===== src/rtl/spi_slave_frame_ctrl.sv =====
// SPI slave frame controller: deserialises {cmd[1:0], payload} MOSI frames and serialises read data on MISO.
// Latency: SS_n low in cycle 0 -> rx_valid in cycle FRAME_W+1 (FRAME_W+2 with SPI_SLV_PARITY_EN).
// No backpressure: rx_valid is a strobe; read data waits for tx_valid up to TX_TIMEOUT cycles.
module spi_slave_frame_ctrl #(
    parameter int DATA_W     = 8,
    parameter int TX_TIMEOUT = 16
) (
    input  logic              clk,
    input  logic              rst_n,
    input  logic              SS_n,
    input  logic              MOSI,
    output logic              MISO,
    output logic [DATA_W+1:0] rx_data,
    output logic              rx_valid,
    input  logic [DATA_W-1:0] tx_data,
    input  logic              tx_valid,
    output logic              busy,
    output logic              frame_err,
    output logic              tx_timeout,
    output logic              parity_err
);
    localparam int FRAME_W = DATA_W + 2;
`ifdef SPI_SLV_PARITY_EN
    localparam int RX_BITS = FRAME_W + 1;
    localparam int TX_BITS = DATA_W + 1;
    localparam int SH_W    = FRAME_W;
`else
    localparam int RX_BITS = FRAME_W;
    localparam int TX_BITS = DATA_W;
    localparam int SH_W    = FRAME_W - 1;
`endif
    localparam int CNT_W = $clog2(FRAME_W + 1);
    localparam logic [CNT_W-1:0] RX_LAST  = CNT_W'(RX_BITS - 1);
    localparam logic [CNT_W-1:0] TX_LAST  = CNT_W'(TX_BITS);
    localparam logic [7:0]       TMO_LAST = 8'(TX_TIMEOUT - 1);

    typedef enum logic [2:0] {IDLE, CHK_CMD, WRITE, READ_ADD, READ_DATA} state_t;

    state_t               state_q, state_d;
    logic [CNT_W-1:0]     cnt_q, cnt_d;
    logic [7:0]           tmo_q, tmo_d;
    logic [SH_W-1:0]      sh_q, sh_d;
    logic [TX_BITS-2:0]   tx_sh_q, tx_sh_d;
    logic [FRAME_W-1:0]   rx_data_q, rx_data_d;
    logic                 rx_valid_q, rx_valid_d;
    logic                 miso_q, miso_d;
    logic                 frame_err_q, frame_err_d;
    logic                 tx_timeout_q, tx_timeout_d;
    logic                 parity_err_q, parity_err_d;
    logic                 read_pending_q, read_pending_d;
    logic                 done_q, done_d;
    logic                 wait_q, wait_d;
    logic                 shift_q, shift_d;

    logic [FRAME_W-1:0]   rx_word;
    logic                 rx_ok;
    logic [TX_BITS-1:0]   tx_word;

`ifdef SPI_SLV_PARITY_EN
    assign rx_word = sh_q;
    assign rx_ok   = ~(^{sh_q, MOSI});
    assign tx_word = {tx_data, ^tx_data};
`else
    assign rx_word = {sh_q, MOSI};
    assign rx_ok   = 1'b1;
    assign tx_word = tx_data;
`endif

    // done_q: frame/readback finished, MOSI ignored until SS_n rises.
    // wait_q / shift_q: READ_DATA sub-phases after its frame completes.
    always_comb begin
        state_d        = state_q;
        cnt_d          = cnt_q;
        tmo_d          = tmo_q;
        sh_d           = sh_q;
        tx_sh_d        = tx_sh_q;
        rx_data_d      = rx_data_q;
        read_pending_d = read_pending_q;
        done_d         = done_q;
        wait_d         = wait_q;
        shift_d        = shift_q;
        rx_valid_d     = 1'b0;
        miso_d         = 1'b0;
        frame_err_d    = 1'b0;
        tx_timeout_d   = 1'b0;
        parity_err_d   = 1'b0;

        if (state_q != IDLE && SS_n) begin
            state_d     = IDLE;
            frame_err_d = ~done_q;
            cnt_d       = '0;
            tmo_d       = '0;
            done_d      = 1'b0;
            wait_d      = 1'b0;
            shift_d     = 1'b0;
        end else begin
            unique case (state_q)
                IDLE: begin
                    if (!SS_n) state_d = CHK_CMD;
                end
                CHK_CMD: begin
                    sh_d  = {{(SH_W-1){1'b0}}, MOSI};
                    cnt_d = CNT_W'(1);
                    if (!MOSI)               state_d = WRITE;
                    else if (read_pending_q) state_d = READ_DATA;
                    else                     state_d = READ_ADD;
                end
                default: begin
                    if (done_q) begin
                        state_d = state_q;
                    end else if (wait_q) begin
                        if (tx_valid) begin
                            wait_d  = 1'b0;
                            shift_d = 1'b1;
                            miso_d  = tx_word[TX_BITS-1];
                            tx_sh_d = tx_word[TX_BITS-2:0];
                            cnt_d   = CNT_W'(1);
                        end else if (tmo_q == TMO_LAST) begin
                            wait_d         = 1'b0;
                            done_d         = 1'b1;
                            tx_timeout_d   = 1'b1;
                            read_pending_d = 1'b0;
                        end else begin
                            tmo_d = tmo_q + 1'b1;
                        end
                    end else if (shift_q) begin
                        if (cnt_q == TX_LAST) begin
                            shift_d        = 1'b0;
                            done_d         = 1'b1;
                            read_pending_d = 1'b0;
                        end else begin
                            miso_d  = tx_sh_q[TX_BITS-2];
                            tx_sh_d = tx_sh_q << 1;
                            cnt_d   = cnt_q + 1'b1;
                        end
                    end else if (cnt_q == RX_LAST) begin
                        if (rx_ok) begin
                            rx_data_d  = rx_word;
                            rx_valid_d = 1'b1;
                            if (state_q == READ_ADD) read_pending_d = 1'b1;
                        end else begin
                            parity_err_d = 1'b1;
                        end
                        if (state_q == READ_DATA && rx_ok) begin
                            wait_d = 1'b1;
                            tmo_d  = '0;
                        end else begin
                            done_d = 1'b1;
                        end
                    end else begin
                        sh_d  = {sh_q[SH_W-2:0], MOSI};
                        cnt_d = cnt_q + 1'b1;
                    end
                end
            endcase
        end
    end

    always_ff @(posedge clk or negedge rst_n) begin
        if (!rst_n) begin
            state_q        <= IDLE;
            cnt_q          <= '0;
            tmo_q          <= '0;
            sh_q           <= '0;
            tx_sh_q        <= '0;
            rx_data_q      <= '0;
            rx_valid_q     <= 1'b0;
            miso_q         <= 1'b0;
            frame_err_q    <= 1'b0;
            tx_timeout_q   <= 1'b0;
            parity_err_q   <= 1'b0;
            read_pending_q <= 1'b0;
            done_q         <= 1'b0;
            wait_q         <= 1'b0;
            shift_q        <= 1'b0;
        end else begin
            state_q        <= state_d;
            cnt_q          <= cnt_d;
            tmo_q          <= tmo_d;
            sh_q           <= sh_d;
            tx_sh_q        <= tx_sh_d;
            rx_data_q      <= rx_data_d;
            rx_valid_q     <= rx_valid_d;
            miso_q         <= miso_d;
            frame_err_q    <= frame_err_d;
            tx_timeout_q   <= tx_timeout_d;
            parity_err_q   <= parity_err_d;
            read_pending_q <= read_pending_d;
            done_q         <= done_d;
            wait_q         <= wait_d;
            shift_q        <= shift_d;
        end
    end

    assign MISO       = miso_q;
    assign rx_data    = rx_data_q;
    assign rx_valid   = rx_valid_q;
    assign busy       = (state_q != IDLE);
    assign frame_err  = frame_err_q;
    assign tx_timeout = tx_timeout_q;
    assign parity_err = parity_err_q;
endmodule


===== config.mk =====
export PLATFORM = sky130hd
export DESIGN_NAME = spi_slave_frame_ctrl
export DESIGN_NICKNAME = d
export VERILOG_FILES = /design/src/rtl/spi_slave_frame_ctrl.sv
export SDC_FILE = /design/constraint.sdc
export NUM_CORES = 1
export LEC_CHECK = 0
export CAP_MARGIN = 40
export CORE_MARGIN = 2
export CORE_UTILIZATION = 40
export CTS_CLUSTER_DIAMETER = 120
export DETAILED_ROUTE_END_ITERATION = 10
export DONT_BUFFER_PORTS = 1
export PLACE_DENSITY_LB_ADDON = 0.25
export SYNTH_ARGS = -nofsm -noshare
export SYNTH_HDL_FRONTEND = slang
export SYNTH_SLANG_ARGS = --single-unit

===== constraint.sdc =====
create_clock -name clk -period 2.2 [get_ports clk]
set_input_delay 0.22 -clock clk [delete_from_list [all_inputs] [get_ports clk]]
set_output_delay 0.22 -clock clk [all_outputs]
set_load 0.005 [all_outputs]

Word-level counts from Yosys, hierarchy flattened
Index checks and enable logic that the tools add are counted.
{ "totals": {"register_bits": 49, "latchBits": 0, "mem_bits_rw": 0, "rom_bits": 0, "out_inout_bits": 16, "word_cells": 150, "n_memories": 0} }
{ "op_classes": {"addsub": 2, "multipliers": 0, "div_mod_pow": 0, "magnitude_cmp": 0, "eq_ne": 27, "shifts": 0, "n_mux": 82, "n_bitwise": 6, "n_reduce_logical": 19} }
{ "ops": {"columns": ["operator", "n"], "rows": [
  ["8-bit 2-to-1 mux", 9],
  ["1-bit 2-to-1 mux", 51],
  ["9-bit 2-to-1 mux", 4],
  ["4-bit 2-to-1 mux", 7],
  ["7-bit 2-to-1 mux", 4],
  ["9-bit case mux with 2 select lines", 1],
  ["6-bit AND reduction", 3],
  ["3-bit nonzero test", 6],
  ["2-bit by 1-bit != test with 1-bit output, second input constant", 7],
  ["3-bit 2-to-1 mux", 4],
  ["3-bit by 2-bit != test with 1-bit output, second input constant", 4],
  ["5-bit by 4-bit != test with 1-bit output, second input constant", 2],
  ["8-bit by 1-bit adder with 8-bit output, second input constant", 1],
  ["4-bit == test, second input constant", 2],
  ["8-bit by 4-bit == test with 1-bit output, second input constant", 1],
  ["2-bit != test, second input constant", 4],
  ["4-bit case mux with 2 select lines", 1],
  ["8-bit AND reduction", 1],
  ["7-bit AND reduction", 1],
  ["3-bit != test, second input constant", 2],
  ["1-bit inverter", 6],
  ["3-bit case mux with 2 select lines", 1],
  ["5-bit AND reduction", 1],
  ["4-bit by 1-bit adder with 4-bit output, second input constant", 1],
  ["11 further kinds", 12]
]} }

Logic depth before layout (Yosys ltp)
{ "logic_depth": {"word_depth": 8, "ltp_mapped": 7, "depth_no_buf": 6} }

Worst setup path after synthesis
OpenSTA, ideal clock, no wires.
{ "synth_timing": {"path_type": "reg2reg", "from": "register cnt_q[0]", "to": "register sh_q[0]", "t_arrival_ps": 1672, "t_required_ps": 2072, "path_slack_ps": 401, "stages_incl_launch_ff": 7, "path_buffers": 1, "synth_period_minus_slack_ps": 1799, "cell_sequence": "dfrtp_1 > ha_1 > and3b_1 > nand3b_1 > a21oi_1 > buf_4 > mux2_1"} }
{ "synth_between": {"elab_chain_cells": 3} }
{ "synth_lines": {"columns": ["element", "line", "text"], "rows": [
  ["from (decl)", "40", "logic [CNT_W-1:0] cnt_q, cnt_d;"],
  ["from (signal assigned)", "178", "cnt_q <= cnt_d;"],
  ["4-bit == test", "136", "end else if (cnt_q == RX_LAST) begin"],
  ["2-bit by 1-bit != test with 1-bit output (no line)", null, null],
  ["6-bit AND reduction (no line)", null, null],
  ["to (signal assigned)", "164", "sh_q <= '0;"],
  ["to (signal assigned)", "180", "sh_q <= sh_d;"],
  ["to (decl)", "42", "logic [SH_W-1:0] sh_q, sh_d;"]
]} }
No other way between the ends.
A chain may end at the register's enable or synchronous reset.

Final worst setup path
{ "layout_timing": {"from": "register cnt_q[0]", "to": "register cnt_q[0]"} }
{ "layout_between": {"elab_chain_cells": 7, "word_cells_on_any_way": 13} }
{ "layout_lines": {"columns": ["element", "line", "text"], "rows": [
  ["4-bit by 1-bit adder with 4-bit output", "134, 152", null],
  ["4-bit 2-to-1 mux, on equally long branches", "136, 127", null],
  ["4-bit 2-to-1 mux", "126", "end else if (shift_q) begin"],
  ["4-bit 2-to-1 mux", "111", "end else if (wait_q) begin"],
  ["4-bit 2-to-1 mux", "109", "if (done_q) begin"],
  ["4-bit case mux with 2 select lines", "97", "unique case (state_q)"],
  ["4-bit 2-to-1 mux", "88", "if (state_q != IDLE && SS_n) begin"]
]} }
Parallel ways exist; a longest one is shown, timed or not. The select of a mux whose other input is x is not followed.

==> impl_metrics.py <==
metrics = {
    "sta": {
        "final.period_utilization": 0.883,
        "finalSetupViolations": 0,
        "finalClockSkew_ns": 0.00340,
        "tns_ns": 0,
        "fin_ws_ns": 0.258,
        "fmax_ghz": 0.515,
        "fin_crit_ns": 1.94,
        "rsz0062_at_grt": "false",
        "hold_viol": 0,
        "slew_violations": 0,
    },
    "power": {
        "p_per_area_nw_per_um2": 751,
        "swShare": 0.285,
        "p_leak_nw": 1.27,
        "p_int_mw": 1.51,
        "p_sw_uw": 602,
        "pwr-share-comb": 0.178,
        "pwr-share-clk": 0.291,
        "seqPwrFrac": 0.531,
        "ir_worst_vdd_uv": 380,
    },
    "route": {
        "viasPerCell": 5.61,
        "wl_per_cell_um": 15.5,
        "first_iter_violations": 131,
        "drt_first_pass_iters": 4,
        "drc": 0,
        "vias": 1801,
        "routed_wl_um": 4970,
        "postRouteAntennaNets": 0,
    },
    "die": {
        "dieArea_sq_um": 7150,
        "fp.dieH_um": 84.6,
        "pin_count": 29,
        "die_width_um": 84.6,
        "core_region_area_sq_um": 6310,
        "initial_utilization": 0.411,
        "core.rowCount": 29,
    },
    "logic_synthesis": {
        "synth_seq_cells": 49,
        "syn-num-nets": 257,
        "synth.yosys.seq_area_share": 0.472,
        "synth_cell_types": 51,
        "synth_cells": 240,
        "yosysWarnings": 0,
        "synth_area_per_cell_sq_um": 10.8,
        "synth.cell_area_sq_um": 2600,
    },
    "clocking": {
        "clkSlewWorstSetupHoldPaths_ns": 0.09,
        "numCtsBuffers": 5,
        "cts_root_buffer": "clkbuf_8",
        "tritoncts": "yes",
        "h-tree-depth": 2,
        "clkLatencyLatePin_ns": 0.30,
        "cts.sinks": 49,
        "cts_buffer_depth": 2,
    },
    "grt": {
        "groute.usage.overall": 0.148,
        "grt_pass1_wl_um": 8710,
        "antenna_found_initial": 0,
        "grt_overflow": 0,
        "grt_pass1_vias": 1788,
        "grt_max_degree": 50,
    },
    "placed_design": {
        "dpl.cell_count": 311,
        "hpwl_um": 3450,
        "gp_congestion": 0.813,
        "place_area_sq_um": 2660,
        "post-place-ws_ns": 0.274,
        "port_buffers": 0,
    },
    "final_layout": {
        "drive_gt1_frac": 0.119,
        "multi_input_area_sq_um": 1240,
        "areaGrowthSynthToFinish_pct": 8.33,
        "seqCellArea_sq_um": 1230,
        "instances_no_fill": 321,
        "diodes": 0,
        "nets": 261,
        "stdcell_area_sq_um": 2810,
        "fillCellCount": 612,
    },
    "run": {
        "max_cap_violations": 0,
    },
    "worst_setup_path": {
        "critPathLaunchType": "flop",
        "crit_fanout": 6,
        "endpoint_kind": "flop",
        "critPathArrivalTime_ns": 2.13,
        "required_ns": 2.38,
        "critical_path_class": "reg2reg",
    },
    "hold_path": {
        "hold_class": "in2reg",
    },
    "status": {
        "outcome": "finished clean",
    },
}
[layout by cell type, fill, tap and decap left out, types with 2 or more instances in the layout]
master          n
dfrtp_1        49
nand2_1        22
mux2i_1        20
inv_1          15
a21oi_1        13
mux2_1         12
nand3_1        11
a31oi_1         9
nor2_1          7
nand2b_1        7
o21ai_0         6
buf_4           6
clkbuf_8        5
ha_1            4
nor2b_1         3
nand3b_1        3
nor3b_4         3
o21ai_1         3
a211o_1         3
o211ai_1        3
and3_1          2
o21bai_1        2
a211oi_2        2
nand4_1         2
a211oi_1        2
or3_1           2
a32o_1          2
dlygate4sd3_1   2
[routing by layer]
| metal | global-route usage | share of wire | up-vias |
|---|---|---|---|
| met4 | 0.0390 | 0.0074 | 0 |
| met2 | 0.235 | 0.45 | 51 |
| li1 | - | - | 869 |
| met1 | 0.201 | 0.48 | 877 |
| met3 | 0.0413 | 0.056 | 4 |
| met5 | 0 | 0 | - |
[kinds of logic after synthesis]
kind of cell / synth area share
DFF: 0.472
other: 0.00144
AOI/OAI and AO/OA: 0.151
and+or+nand+nor: 0.171
buffers and inverters: 0.0511
muxes: 0.133
adders and majority gates: 0.0193
[power by group through the flow]
stage	Combinational, mW	Sequential, mW	Clock [mW]
after floorplan	0.302	1.10	0
after global placement	0.345	1.14	0
after detailed placement	0.351	1.14	0
after CTS	0.379	1.12	0.634
after global routing	0.439	1.14	0.670
final	0.376	1.12	0.616
[Yosys cell counts, drive strengths merged]
cell type	number	area share
a211o	3	0.010
a211oi	4	0.015
a21boi	2	0.0058
a21oi	13	0.025
a22o	1	0.0034
a31oi	9	0.022
a32o	2	0.0077
a41oi	2	0.014
and3	2	0.0048
and3b	1	0.0034
and4	1	0.0043
buf	11	0.028
clkbuf	1	0.0014
conb	1	0.0014
dfrtp	49	0.47
ha	4	0.019
inv	15	0.022
mux2	13	0.056
mux2i	20	0.077
nand2	23	0.034
nand2b	8	0.020
nand3	11	0.021
nand3b	3	0.0087
nand4	3	0.0096
nor2	8	0.013
nor2b	3	0.0072
nor3	2	0.0082
nor3b	3	0.022
nor4	2	0.011
o2111ai	1	0.0034
o211ai	3	0.0087
o21ai	9	0.017
o21ba	1	0.0063
o21bai	2	0.0058
o2bb2ai	1	0.0034
o31a	1	0.0034
or3	2	0.0048
[path summary, 6_finish.rpt]
path / from / to / slack [ns] / cells after the start
setup / recovery: cnt_q[0] / cnt_q[0] / 0.26 / 6
hold reg to reg: sh_q[8] / rx_data[9] / 0.51 / 1
min in group asynchronous: rst_n / sh_q[6] / 0.43 / 2
max in group asynchronous: rst_n / tmo_q[3] / 1.55 / 2
setup reg to reg: cnt_q[0] / cnt_q[0] / 0.26 / 6
hold / removal: MOSI / rx_data[0] / 0.05 / 1
[flip-flops by register name, summed over array words and instances (netlist names), 3 cells and up]
| register | count |
|---|---|
| cnt_q | 4 |
| tx_sh_q | 7 |
| tmo_q | 8 |
| rx_data | 10 |
| sh_q | 9 |
| state_q | 3 |
[through the flow]
stage                     power, mW  hold slack (ns)   util
after CTS                      2.14           0.0450  0.446
after floorplan                1.40          -0.0756      -
after detailed placement       1.49          -0.0747  0.422
final                          2.11           0.0541  0.446
after global routing           2.25           0.0468  0.446
after global placement         1.48          -0.0742  0.422
[timing repair]
item                      4_1_cts  5_1_grt
buffers inserted                0        0
hold buffers                    3        0
gates resized for setup         0        0
hold endpoints to repair       52        0
[final cells by class]
cell class | instances | area share
multi-input combinational | 164 | 0.440
sequential | 49 | 0.436
tap | 77 | 0.0342
timing repair buffer | 9 | 0.0329
clock buffer | 5 | 0.0245
inverter | 15 | 0.0200
clock inverter | 2 | 0.0124
[worst max-delay path: stages (launching register included)]
cell	delay, ns
dfrtp_1	0.45
inv_1	0.07
ha_1	0.22
mux2_2	0.29
a211oi_2	0.30
o21ai_1	0.17
mux2_1	0.34
No activity file was read; power rests on OpenSTA's default activity.
